===== config.mk =====
export PLATFORM = sky130hd
export DESIGN_NAME = turbo_encoder_rsc
export DESIGN_NICKNAME = d
export VERILOG_FILES = /design/src/rtl/turbo_encoder_rsc.sv
export SDC_FILE = /design/constraint.sdc
export NUM_CORES = 1
export LEC_CHECK = 0
export CORE_AREA = 2 2 47 92
export CTS_BUF_LIST = sky130_fd_sc_hd__clkbuf_16
export CTS_CLUSTER_DIAMETER = 60
export DETAILED_ROUTE_END_ITERATION = 8
export DIE_AREA = 0 0 49 94
export PLACE_DENSITY_LB_ADDON = 0.15
export SLEW_MARGIN = 20
export SYNTH_ARGS = -nofsm -noshare
export SYNTH_HDL_FRONTEND = slang
export SYNTH_SLANG_ARGS = --single-unit

===== constraint.sdc =====
create_clock -name i_clk -period 4 [get_ports i_clk]
set_input_delay 0.6 -clock i_clk [delete_from_list [all_inputs] [get_ports i_clk]]
set_output_delay 0.6 -clock i_clk [all_outputs]
set_load 0.02 [all_outputs]

===== src/rtl/turbo_encoder_rsc.sv =====
// Rate-1/3 turbo encoder: two (7,5) RSC encoders, the second fed through a ROWS x COLS block
// interleaver, two trellis-termination beats per frame. Define PUNCT_EN for rate-1/2 output.
module turbo_encoder_rsc #(
    parameter  int ROWS      = 4,
    parameter  int COLS      = 4,
    localparam int FRAME_LEN = ROWS * COLS
) (
    input  logic                 i_clk,
    input  logic                 i_rst_n,
    input  logic                 i_start,
    input  logic [FRAME_LEN-1:0] i_data,
    output logic [3:0]           o_data,
    output logic                 o_valid,
    output logic                 o_busy,
    output logic                 o_done
);
    localparam int CW = $clog2(FRAME_LEN);
    localparam int RB = $clog2(ROWS);

    typedef enum logic [1:0] {IDLE, ENC, TAIL} state_t;

    state_t               state;
    logic [CW-1:0]        cnt;
    logic [FRAME_LEN-1:0] frm;
    logic                 s1a, s2a, s1b, s2b;

    logic [RB-1:0]        row;
    logic [CW-RB-1:0]     col;
    logic [CW-1:0]        pidx;
    logic                 ua, ub, aa, ab, pa, pb;
    logic [3:0]           enc_word, tail_word;

    // pi(k) = (k % ROWS)*COLS + k/ROWS reduces to swapping the bit fields of k.
    assign row  = cnt[RB-1:0];
    assign col  = cnt[CW-1:RB];
    assign pidx = {row, col};

    always_comb begin
        ua = frm[cnt];
        ub = frm[pidx];
        if (state == TAIL) begin
            // Termination input cancels the feedback so the register flushes to 00.
            ua = s1a ^ s2a;
            ub = s1b ^ s2b;
        end
        aa = ua ^ s1a ^ s2a;
        ab = ub ^ s1b ^ s2b;
        pa = aa ^ s2a;
        pb = ab ^ s2b;
    end

`ifdef PUNCT_EN
    assign enc_word  = {2'b00, (cnt[0] ? pb : pa), ua};
`else
    assign enc_word  = {1'b0, pb, pa, ua};
`endif
    assign tail_word = {ub, pb, pa, ua};

    always_ff @(posedge i_clk or negedge i_rst_n) begin
        if (!i_rst_n) begin
            state   <= IDLE;
            cnt     <= '0;
            frm     <= '0;
            s1a     <= 1'b0;
            s2a     <= 1'b0;
            s1b     <= 1'b0;
            s2b     <= 1'b0;
            o_data  <= '0;
            o_valid <= 1'b0;
            o_busy  <= 1'b0;
            o_done  <= 1'b0;
        end else begin
            case (state)
                IDLE: begin
                    o_valid <= 1'b0;
                    o_done  <= 1'b0;
                    if (i_start) begin
                        frm    <= i_data;
                        cnt    <= '0;
                        o_busy <= 1'b1;
                        state  <= ENC;
                    end else begin
                        o_busy <= 1'b0;
                    end
                end
                ENC: begin
                    o_valid <= 1'b1;
                    o_data  <= enc_word;
                    s1a     <= aa;
                    s2a     <= s1a;
                    s1b     <= ab;
                    s2b     <= s1b;
                    cnt     <= cnt + CW'(1);
                    if (cnt == CW'(FRAME_LEN - 1)) state <= TAIL;
                end
                TAIL: begin
                    o_valid <= 1'b1;
                    o_data  <= tail_word;
                    s1a     <= aa;
                    s2a     <= s1a;
                    s1b     <= ab;
                    s2b     <= s1b;
                    if (cnt[0]) begin
                        o_done <= 1'b1;
                        cnt    <= '0;
                        state  <= IDLE;
                    end else begin
                        cnt <= cnt + CW'(1);
                    end
                end
                default: state <= IDLE;
            endcase
        end
    end
endmodule


==> summary.md <==
| Metric | Value |
|---|---|
| Cell count after synthesis | `151` |
| Relative slew slack | `0.569` |
| Clk slew on worst S/H paths | `0.05 ns` |
| Hold Buf Count CTS | `0` |
| Clock tree root driver cell | `clkbuf_16` |
| Cell Chain, Critical Path | `mux4_1 -> o22ai_1 -> nor2_4 -> xnor2_1 -> o311ai_1` |
| Period minus WS final | `2.09 ns` |
| Distinct cells, synth | `34` |
| Prevailing post-synth register cell | `dfrtp_1` |
| Flops & latches, synth | `33` |
| First-pass GRT wire length | `5.93 mm` |
| GR Overflow Total | `0` |
| Final WS setup | `1.91 ns` |
| Setup crit start kind | `flop` |
| Largest net degree at the start of global routing | `34` |
| Hold Path Class | `reg2reg` |
| YS warnings | `0` |
| Die area | `4610 um2` |
| IO Pins | `26` |
| Setup violators final | `0` |
| Via count | `1287` |
| Max-cap violations | `0` |
| Pre-CTS setup slack | `1.87 ns` |
| TNS Setup | `0 ns` |
| Layout cells sized above 1 | `0.180` |
| Total track usage | `0.171` |
| Skew final | `0.00594 ns` |
| Peak Freq | `478 MHz` |
| Crit path DAT | `2.26 ns` |
| Max stage delay on crit path | `0.64 ns` |
| Multi-input logic area | `952 um2` |
| Max clock buf depth | `2` |
| Initial DRC Count | `13` |
| Area grow syn2layout | `22.2%` |
| Sink Count | `33` |
| Initial Util | `0.478` |
| Worst EP required | `4.17 ns` |
| CTS tree | `done` |
| Slew Limit Fails | `0` |
| Post-DRT Antenna Nets | `0` |
| Vias/cell | `5.62` |
| Post-synth EDFFs | `0` |
| Critical path peak fanout | `14` |
| Power Dens Cells | `734 nW/um2` |
| Slowest-stage cell, CP | `dfrtp_1` |
| Final nets | `204` |
| Height of the die | `94 um` |
| Cell Area, Placed | `2130 um2` |
| Final Cycle Share | `0.523` |
| FP Rows | `32` |
| Count of TritonRoute iterations in the first routing pass | `4` |
| Sequential-to-total area share from yosys stat | `0.445` |
| Mapped Avg Cell Area | `12.3 um2` |
| Reg2reg start | `cnt[0]` |
| Async SR Flop Fraction | `1.00` |
| H-Tree Depth | `2` |
| Main area contributors after synthesis | `dfrtp_1, mux2_2, mux4_1` |
| Leakage dissipation | `0.000930 uW` |
| Total CTS buffers | `5` |
| Die Wd | `49 um` |
| Residual DRC | `0` |
| Antenna violations before repair | `0` |
| Worst slew pin tran | `0.644 ns` |
| Post-Place Cells | `222` |
| Placer Congestion | `0.771` |
| Worst Setup SP | `cnt[0]` |
| RSZ-0062 raised after global routing | `no` |
| DR WL/cell | `14.9 um` |
| Non-filler cells, final | `229` |
| Net Count, Synth | `177` |
| # Post-CTS Setup Buffers | `0` |
| Number of global-route vias before repair | `1341` |
| Post-CTS sizing | `0` |
| DPL Wire Length | `2.60 mm` |
| Synthesized area | `1860 um2` |
| Crit path buffers/inverters | `0` |
| Hold Path Origin | `o_valid` |
| Antenna cells | `0` |
| Top delay family on crit path | `flip-flops` |
| Core area | `3880 um2` |
| Post-layout util | `0.584` |
| Synth top area share | `0.445` |
| Area leader, netlist | `dfrtp_1` |
| CP Class | `reg2reg` |
| Port buffer count | `25` |
| Hold Fails Final Rpt | `0` |
| Critical path endpoint category | `flop` |
| Wirelength, routed | `3.41 mm` |
| Fin area | `2270 um2` |
| Later-pin clock latency in the skew report | `0.28 ns` |
| Maximum vdd drop | `0.000515 V` |
| Fill cell count | `338` |
| Status | `completed` |
| FF/Latch Area | `826 um2` |
==> cells in the final DEF, fill, tap and decap left out, types with 4 or more instances in the layout <==
| master | instances |
|---|---|
| clkdlybuf4s50_1 | 25 |
| xnor2_1 | 5 |
| nand3_1 | 4 |
| ha_1 | 7 |
| nand2_1 | 9 |
| clkbuf_16 | 5 |
| mux4_1 | 6 |
| o21ai_0 | 11 |
| dfrtp_1 | 33 |
| inv_1 | 9 |
| mux2_2 | 19 |
==> synth_stat cells, types with 3 or more instances <==
| master | n |
|---|---|
| buf_6 | 3 |
| xnor2_1 | 5 |
| dfrtp_1 | 33 |
| ha_1 | 7 |
| mux2_2 | 19 |
| mux4_1 | 6 |
| nand3_1 | 4 |
| nand2b_1 | 3 |
| clkbuf_1 | 3 |
| nor2b_1 | 3 |
| nand2_1 | 9 |
| o22ai_1 | 3 |
| nor2_1 | 3 |
| o21ai_0 | 11 |
| inv_1 | 9 |
| or2b_1 | 3 |
==> layer usage <==
layer	global-route usage	up-vias	share of wire
met5	0	-	0
met1	0.170	645	0.37
met4	0.0905	0	0.027
li1	-	604	-
met2	0.311	31	0.56
met3	0.0525	7	0.042
==> sequential cells by signal (all words and copies together) (netlist names) <==
signal,flops
cnt,4
frm,16
o_busy,1
o_data,4
o_done,1
o_valid,1
s1a,1
s1b,1
s2a,1
s2b,1
state,2
==> report_power, final <==
| group | leakage, uW | internal (uW) | switching, uW | total (uW) |
|---|---|---|---|---|
| clock | 0.0000633 | 224 | 133 | 357 |
| combinational | 0.000464 | 393 | 291 | 684 |
| sequential | 0.000402 | 479 | 146 | 625 |
| total | 0.000930 | 1100 | 570 | 1670 |
==> metrics by stage <==
step / hold slack, ns / total power, uW
global route: 0.536 / 1780
CTS: 0.516 / 1680
detailed placement: 0.504 / 1330
global placement: 0.489 / 1290
finish: 0.513 / 1670
floorplan: 0.304 / 1150
==> layout make-up <==
type | instances | area share
clock inverter | 2 | 0.00496
timing repair buffer | 26 | 0.114
inverter | 9 | 0.0149
tap | 51 | 0.0281
sequential | 33 | 0.364
clock buffer | 5 | 0.0551
multi-input combinational | 103 | 0.420
==> logic make-up after synthesis <==
group | synth area share
AOI/OAI and AO/OA | 0.104
xor gates and xnor gates | 0.0283
adders and majority gates | 0.0472
buffers and inverters | 0.0424
DFF | 0.445
muxes | 0.235
and+or+nand+nor | 0.0977
==> final timing paths <==
kind	endpoint	slack [ns]	cells after the start
hold reg to reg	o_valid	0.51	1
setup / recovery	s1a	1.91	5
setup reg to reg	s1a	1.91	5
max in group asynchronous	frm[8]	2.98	2
hold / removal	o_valid	0.51	1
min in group asynchronous	s1b	0.72	2
Power figures use the tool's default switching activity.
